===== config.mk =====
export PLATFORM = sky130hd
export DESIGN_NAME = clock_time_ctrl
export DESIGN_NICKNAME = d
export VERILOG_FILES = /design/src/rtl/clock_time_ctrl.sv
export SDC_FILE = /design/constraint.sdc
export NUM_CORES = 1
export LEC_CHECK = 0
export CORE_ASPECT_RATIO = 0.8
export CORE_UTILIZATION = 30
export CTS_CLUSTER_SIZE = 30
export DETAILED_ROUTE_END_ITERATION = 10
export PLACE_DENSITY = 0.48
export SETUP_SLACK_MARGIN = 0.4
export SYNTH_ARGS = -nofsm -noshare
export SYNTH_HDL_FRONTEND = slang
export SYNTH_SLANG_ARGS = --single-unit

===== constraint.sdc =====
create_clock -name clk_inbuilt -period 2.52 [get_ports clk_inbuilt]
set_input_delay 0.504 -clock clk_inbuilt [delete_from_list [all_inputs] [get_ports clk_inbuilt]]
set_output_delay 0.504 -clock clk_inbuilt [all_outputs]
set_load 0.005 [all_outputs]

===== src/rtl/clock_time_ctrl.sv =====
// clock_time_ctrl: scheduler for the HH:MM BCD digit datapath.
// Seconds prescaler, minute/hour carry, debounced time-set FSM, blink mask.
module clock_time_ctrl #(
   parameter int TICK_DIV     = 10000000,
   parameter int SEC_PER_MIN  = 60,
   parameter int DEBOUNCE_CYC = 200000,
   parameter int BLINK_DIV    = 2500000
) (
   input  logic       clk_inbuilt,
   input  logic       reset,
   input  logic       btn_mode,
   input  logic       btn_inc,
   input  logic [1:0] h1,
   input  logic [3:0] h2,
   input  logic [2:0] m1,
   input  logic [3:0] m2,
   output logic       inc_h1,
   output logic       inc_h2,
   output logic       inc_m1,
   output logic       inc_m2,
   output logic       clr_h1,
   output logic       clr_h2,
   output logic       clr_m1,
   output logic       clr_m2,
   output logic       set_active,
   output logic [3:0] blink_mask
);

   localparam int PW = (TICK_DIV > 1) ? $clog2(TICK_DIV) : 1;
   localparam int SW = (SEC_PER_MIN > 1) ? $clog2(SEC_PER_MIN) : 1;
   localparam int DW = (DEBOUNCE_CYC > 1) ? $clog2(DEBOUNCE_CYC) : 1;
   localparam int BW = (BLINK_DIV > 1) ? $clog2(BLINK_DIV) : 1;

   localparam logic [2:0] RUN    = 3'd0;
   localparam logic [2:0] SET_H1 = 3'd1;
   localparam logic [2:0] SET_H2 = 3'd2;
   localparam logic [2:0] SET_M1 = 3'd3;
   localparam logic [2:0] SET_M2 = 3'd4;

   logic [2:0]    state;
   logic [1:0]    sync1, sync2, deb, deb_q;
   logic [DW-1:0] dcnt [2];
   logic          mode_p, inc_p;
   logic [PW-1:0] presc;
   logic [SW-1:0] sec;
   logic          tick, min_evt;
   logic [BW-1:0] bcnt;
   logic          phase;
   logic [3:0]    sel;
   logic nx_inc_h1, nx_inc_h2, nx_inc_m1, nx_inc_m2;
   logic nx_clr_h1, nx_clr_h2, nx_clr_m1, nx_clr_m2;

   // Bit 0 is the mode button, bit 1 the increment button.
   assign mode_p = deb[0] & ~deb_q[0];
   assign inc_p  = deb[1] & ~deb_q[1];
   assign tick   = (presc == PW'(TICK_DIV - 1));

   // Synchronize both buttons and accept a level only after it holds steady.
   always_ff @(posedge clk_inbuilt) begin
      if (!reset) begin
         sync1 <= '0;
         sync2 <= '0;
         deb   <= '0;
         deb_q <= '0;
         for (int i = 0; i < 2; i++) dcnt[i] <= '0;
      end else begin
         sync1 <= {btn_inc, btn_mode};
         sync2 <= sync1;
         deb_q <= deb;
         for (int i = 0; i < 2; i++) begin
            if (sync2[i] != deb[i]) begin
               if (dcnt[i] == DW'(DEBOUNCE_CYC - 1)) begin
                  deb[i]  <= sync2[i];
                  dcnt[i] <= '0;
               end else begin
                  dcnt[i] <= dcnt[i] + 1'b1;
               end
            end else begin
               dcnt[i] <= '0;
            end
         end
      end
   end

   // Seconds prescaler; frozen at zero while the time is being set.
   always_ff @(posedge clk_inbuilt) begin
      if (!reset || state != RUN) begin
         presc   <= '0;
         sec     <= '0;
         min_evt <= 1'b0;
      end else begin
         min_evt <= 1'b0;
         if (tick) begin
            presc <= '0;
            if (sec == SW'(SEC_PER_MIN - 1)) begin
               sec     <= '0;
               min_evt <= 1'b1;
            end else begin
               sec <= sec + 1'b1;
            end
         end else begin
            presc <= presc + 1'b1;
         end
      end
   end

   // Mode press walks RUN -> H1 -> H2 -> M1 -> M2 -> RUN.
   always_ff @(posedge clk_inbuilt) begin
      if (!reset) begin
         state <= RUN;
      end else if (mode_p) begin
         case (state)
            RUN:     state <= SET_H1;
            SET_H1:  state <= SET_H2;
            SET_H2:  state <= SET_M1;
            SET_M1:  state <= SET_M2;
            default: state <= RUN;
         endcase
      end
   end

   // Next strobe set: minute carry wins over a same-cycle set increment.
   always_comb begin
      nx_inc_h1 = 1'b0;
      nx_inc_h2 = 1'b0;
      nx_inc_m1 = 1'b0;
      nx_inc_m2 = 1'b0;
      nx_clr_h1 = 1'b0;
      nx_clr_h2 = 1'b0;
      nx_clr_m1 = 1'b0;
      nx_clr_m2 = 1'b0;
      if (min_evt) begin
         if (m2 < 4'd9) begin
            nx_inc_m2 = 1'b1;
         end else begin
            nx_clr_m2 = 1'b1;
            if (m1 < 3'd5) begin
               nx_inc_m1 = 1'b1;
            end else begin
               nx_clr_m1 = 1'b1;
               if (h1 >= 2'd2 && h2 >= 4'd3) begin
                  nx_clr_h1 = 1'b1;
                  nx_clr_h2 = 1'b1;
               end else if (h2 >= 4'd9) begin
                  nx_clr_h2 = 1'b1;
                  nx_inc_h1 = 1'b1;
               end else begin
                  nx_inc_h2 = 1'b1;
               end
            end
         end
      end else if (inc_p && !mode_p) begin
         case (state)
            SET_H1: begin
               if (h1 >= 2'd2) nx_clr_h1 = 1'b1;
               else            nx_inc_h1 = 1'b1;
               if (h1 == 2'd1 && h2 > 4'd3) nx_clr_h2 = 1'b1;
            end
            SET_H2: begin
               if (h2 >= ((h1 >= 2'd2) ? 4'd3 : 4'd9)) nx_clr_h2 = 1'b1;
               else                                   nx_inc_h2 = 1'b1;
            end
            SET_M1: begin
               if (m1 >= 3'd5) nx_clr_m1 = 1'b1;
               else            nx_inc_m1 = 1'b1;
            end
            SET_M2: begin
               if (m2 >= 4'd9) nx_clr_m2 = 1'b1;
               else            nx_inc_m2 = 1'b1;
            end
            default: ;
         endcase
      end
   end

   // Register strobes so each is a clean single-cycle pulse.
   always_ff @(posedge clk_inbuilt) begin
      if (!reset) begin
         {inc_h1, inc_h2, inc_m1, inc_m2} <= '0;
         {clr_h1, clr_h2, clr_m1, clr_m2} <= '0;
      end else begin
         {inc_h1, inc_h2, inc_m1, inc_m2} <=
            {nx_inc_h1, nx_inc_h2, nx_inc_m1, nx_inc_m2};
         {clr_h1, clr_h2, clr_m1, clr_m2} <=
            {nx_clr_h1, nx_clr_h2, nx_clr_m1, nx_clr_m2};
      end
   end

   // Blink phase generator; idles at zero in RUN.
   always_ff @(posedge clk_inbuilt) begin
      if (!reset || state == RUN) begin
         bcnt  <= '0;
         phase <= 1'b0;
      end else if (bcnt == BW'(BLINK_DIV - 1)) begin
         bcnt  <= '0;
         phase <= ~phase;
      end else begin
         bcnt <= bcnt + 1'b1;
      end
   end

   // Select the digit being edited for blanking.
   always_comb begin
      case (state)
         SET_H1:  sel = 4'b1000;
         SET_H2:  sel = 4'b0100;
         SET_M1:  sel = 4'b0010;
         SET_M2:  sel = 4'b0001;
         default: sel = 4'b0000;
      endcase
   end

   assign set_active = (state != RUN);
   assign blink_mask = phase ? sel : 4'b0000;

endmodule

After elaboration in Yosys (flattened, before gate mapping)
Memories as Yosys holds them, arrays and structs flattened.
Cells that the tools add are included.
{ "totals": {"input_bits": 17, "elab_cells": 160, "ramBits": 36, "mem_count": 1, "output_inout_bits": 13, "reg_bits": 73} }
{ "op_classes": {"bitwise": 12, "n_mux": 88, "n_addsub": 5, "reduce_logical": 14, "magnitude_cmp": 9, "eq_ne": 12} }
{ "memory_table": {"columns": ["name", "depth", "width", "rd", "rd_ports_with_merged_regs", "write_ports", "line_no", "source"], "rows": [
  ["dcnt", 2, 18, 2, 0, 2, "42", "logic [DW-1:0] dcnt [2];"]
]} }
{ "op_table": {"columns": ["operator", "count"], "rows": [
  ["$mux W18", 6],
  ["$mux W1", 76],
  ["$add A18 B1 Y18 const B", 2],
  ["$eq A18 B18 Y1 const B", 2],
  ["$add A24 B1 Y24 const B", 1],
  ["$eq A24 B24 Y1 const B", 1],
  ["$add A22 B1 Y22 const B", 1],
  ["$eq A22 B22 Y1 const B", 1],
  ["$pmux W4 S4", 1],
  ["$pmux W3 S4", 1],
  ["$ge A4 B4 Y1 const B", 2],
  ["$mux W4", 2],
  ["$add A6 B1 Y6 const B", 1],
  ["$eq A3 B2 Y1 const B", 2],
  ["$eq A6 B6 Y1 const B", 1],
  ["$mux W6", 1],
  ["$or A1 B1 Y1", 6],
  ["$reduce_or A2 Y1", 3],
  ["$ge A4 B2 Y1 const B", 1],
  ["$ge A4 B4 Y1", 1],
  ["$gt A4 B2 Y1 const B", 1],
  ["$lt A4 B4 Y1 const B", 1],
  ["$not A1 Y1", 4],
  ["$reduce_and A2 Y1", 2],
  ["other kinds (14)", 20]
]} }

Logic depth before layout (Yosys ltp)
{ "logic_depth": {"ltp_word": 8, "ltp_mapped": 7, "depth_no_buf": 6} }

Worst setup path after synthesis
OpenSTA, ideal clock, no wires.
{ "synth_timing": {"path_kind": "reg-to-reg", "start": "mem dcnt[0][2] (netlist bit)", "end": "mem dcnt[0][10] (netlist bit), data pin", "path_slack_ps": 527, "setup_time_ps": 266, "path_stages_with_launch": 7, "required_ps": 2254, "n_path_buf": 2, "arrival_ps": 1727, "synth_period_minus_slack_ps": 1993, "path_cell_list": "edfxtp_1 > and4_1 > clkbuf_1 > nand4_1 > o21bai_1 > clkbuf_1 > nor2_1"} }
{ "synth_lines": {"columns": ["element", "line_no"], "rows": [
  ["from (decl)", "42"]
]} }

Final worst setup path
{ "layout_timing": {"start": "reg state[0]", "end": "out blink_mask[0]"} }
{ "layout_between": {"elab_chain_len": 3, "word_cells_on_any_way": 6, "cone_classes": "eq/ne (4); mux (2)"} }
{ "layout_lines": {"columns": ["element", "line_no", "source"], "rows": [
  ["from (decl)", "40", "logic [2:0] state;"],
  ["from (signal assigned)", "110", "state <= RUN;"],
  ["from (signal assigned)", "113", "RUN: state <= SET_H1;"],
  ["from (signal assigned)", "114", "SET_H1: state <= SET_H2;"],
  ["$eq A3 B3 Y1 (tied with other cells)", "204", "case (state)"],
  ["$pmux W4 S4 *", "204", null],
  ["$mux W4 *", "214", "assign blink_mask = phase ? sel : 4'b0000;"],
  ["to (decl)", "26", "output logic [3:0] blink_mask"]
]} }
Every way passes the cells marked *; elsewhere a longest branch is shown, timed or not.

==> results.tsv <==
stage	metric	value	unit
synthesis	ys_seq_area_share	48.1	%
power	pwr-share-comb	3.6	%
setup_path	worst-path-stages	3	
clock_tree	clk_latency	350	ps
timing	grt_setup_unrepaired	yes	
route	dr_wl_met3	449	um
floorplanning	fp.dieW	150	um
clock_tree	root_buffer	clkbuf_16	
setup_path	critical_path.slowest_cell	clkdlybuf4s50_1	
timing	finalMaxSlewViolations	0	
setup_path	ff2ff_setup_slack	510	ps
route	via_per_inst	4.82	
clock_tree	path_clk_slew	70	ps
floorplanning	core-area	17300	um2
route	ant_nets	0	
power	p_int	2.76	mW
route	drc	0	
timing	max_freq	486	MHz
global_routing	overflow	0	
setup_path	required	2020	ps
power	swShare	21.4	%
route	top_layer	met4	
clock_tree	cts_hold_buf	0	
route	m1WireLength	5900	um
power	p_sw	0.750	mW
floorplanning	die_y	121	um
setup_path	crit_fanout	7	
outcome	status	complete, no violations	
global_routing	grt_pass1_vias	3783	
clock_tree	numCtsBuffers	9	
hold_path	hp-class	register to register	
setup_path	cp_data_arrival_time	1550	ps
synthesis	yosysUniqueCellTypes	48	
final_layout	diodes	0	
job	max-cap-violations	0	
timing	fin_skew	6.28	ps
floorplanning	io_pins	30	
route	via_count	4218	
clock_tree	cts.sinks	109	
global_routing	grt_start_max_net_pins	25	
route	drt_iter0_markers	247	
timing	relSlewSlack	63.6	%
global_routing	antenna_found_initial	0	
synthesis	ys.warnings.count	0	
clock_tree	clock_path_buffers	2	
route	met2_length	4530	um
placed_design	gp_congestion	0.815	
power	leakage	2.08	nW
placed_design	io_buffer_count	29	
final_layout	final_layout_size_suffix_gt1_share	6.31	%
synthesis	syn-cell-area	5290	um2
timing	period_share	81.6	%
route	wire_per_inst	12.5	um
timing	period_needed	2060	ps
hold_path	hold_depth	1	
synthesis	syn_avg_cell_area	9.15	um2
power	peakVddDrop	374	uV
synthesis	ys_async_sr_fraction	0	%
synthesis	synth_edf_count	36	
setup_path	cp-end-kind	output pin	
timing	setup_violations	0	
timing	fin_tns_setup	0	ps
power	cellPowerDensity	551	nW/um2
timing	fin_hold_ws	434	ps
synthesis	synth_top_area_share	27.6	%
global_routing	grtUsageTotal	12.8	%
placed_design	dp_hpwl	7700	um
floorplanning	num_rows	43	
setup_path	start_kind	register	
timing	finalHoldViolations	0	
synthesis	synthTopCellsByCount	nor2_1, dfxtp_1, nand2_1	
setup_path	r2r_cells	4	
setup_path	crit_chain	nor2_2 > and3_1 > clkdlybuf4s50_1	
power	pwr-share-seq	53.4	%
timing	tightest_slew	546	ps
setup_path	slowest_delay	520	ps
synthesis	synth_top_area_cell	dfxtp_1	
synthesis	yosys_register_bits	109	
synthesis	synth_ff_type	dfxtp_1	
synthesis	yosysMostFrequentCell	nor2_1	
final_layout	nNetsFinal	669	
setup_path	critPathKind	register to output pin	
final_layout	area_growth	20.5	%
synthesis	synth_area_leaders	dfxtp_1, edfxtp_1, nor2_1	
clock_tree	htree_levels	3	
setup_path	critPathBufInv	1	
placed_design	dp_cells	856	
route	drt-pass1-iter-count	4	
floorplanning	die-area	18200	um2
floorplanning	start_util	30.6	%
setup_path	cp_top_family	buffers and inverters	
synthesis	synthCells	578	
clock_tree	tritoncts	yes	
global_routing	grt_pass1_wl	18500	um
power	clockPowerShare	43.0	%
final_layout	fin_cells	875	
route	wl	11000	um
## worst paths after layout
check                       end      start
hold / removal         sync2[1]   sync1[1]
setup / recovery  blink_mask[0]   state[0]
setup reg to reg         sec[5]  presc[18]
hold reg to reg        sync2[1]   sync1[1]
## per-layer routing
metal	vias up	GRT usage, %
met3	7	3.92
met5	-	0
met1	1967	17.9
met4	0	3.60
li1	2195	-
met2	49	18.6
## repair_timing
item                       4_1_cts  5_1_grt
setup endpoints to repair        5       34
setup buffers                    2        1
resized for setup                9        8
pin swaps                        1        1
## metrics by stage
| stage | power, mW | instance area [um2] | worst slack, ps | util [%] |
|---|---|---|---|---|
| 6_report | 3.51 | 6370 | 463 | 36.9 |
| 5_1_grt | 3.65 | 6370 | 384 | 36.9 |
| 4_1_cts | 3.57 | 6330 | 410 | 36.7 |
| 3_5_place_dp | 2.04 | 5980 | 217 | 34.6 |
| 3_3_place_gp | 2.04 | 5980 | 276 | 34.6 |
| 2_1_floorplan | 1.98 | 5420 | 527 | - |
## worst reg2reg max path: stages (launching register included)
cell     delay, ps
dfxtp_1        350
or4b_1         550
or3_4          410
or4_1          490
a21oi_1        150
## layout by cell type (no fill, tap or decap), types with 4 or more instances in the layout
cell and count:
nor2_1 73, nand3_1 29, or3_1 17, conb_1 36, o31ai_1 13, o21ai_0 24, nand4_1 30, and2_1 14
inv_1 16, clkbuf_16 10, and3_1 11, nor2b_1 4, buf_4 13, clkdlybuf4s50_1 26, ha_1 7, nor3_1 11
nand2_1 37, edfxtp_1 36, and4_1 8, xnor2_1 24, or4_1 11, nor4_1 11, dfxtp_1 70, a21oi_1 34
xor2_1 29
## final cells by class
class | count | area [um2]
clock inverters | 5 | 56.3
clock buffers | 11 | 264
fillers | 1735 | 10900
repair buffers | 42 | 388
multi-input cells | 467 | 2770
inverters | 16 | 60.1
well taps | 225 | 282
flip-flops and latches | 109 | 2550
## cells by family (layout without fill, tap and decap cells)
logic type	count (synthesis)	in the layout	synth area share [%]
AOI/OAI and AO/OA	88	88	9.96
xor gates and xnor gates	53	53	8.78
adders and majority gates	7	7	1.66
buffers and inverters	37	74	2.74
DFF	109	109	48.1
muxes	2	2	0.379
other	1	36	0.0709
and+or+nand+nor	281	281	28.3
## power groups by stage
stage	clock network (mW)	logic (mW)	registers, mW
final	1.51	0.125	1.87
after floorplan	0	0.0751	1.91
after detailed placement	0	0.124	1.92
after global placement	0	0.123	1.92
after CTS	1.57	0.125	1.87
after global routing	1.63	0.142	1.88
## state kept, by name, indices dropped and copies added (netlist names), 2 cells and up
name	cells
deb	2
sync2	2
presc	24
sec	6
deb_q	2
bcnt	22
sync1	2
state	3
dcnt	36
(Power assumes the default switching activity.)
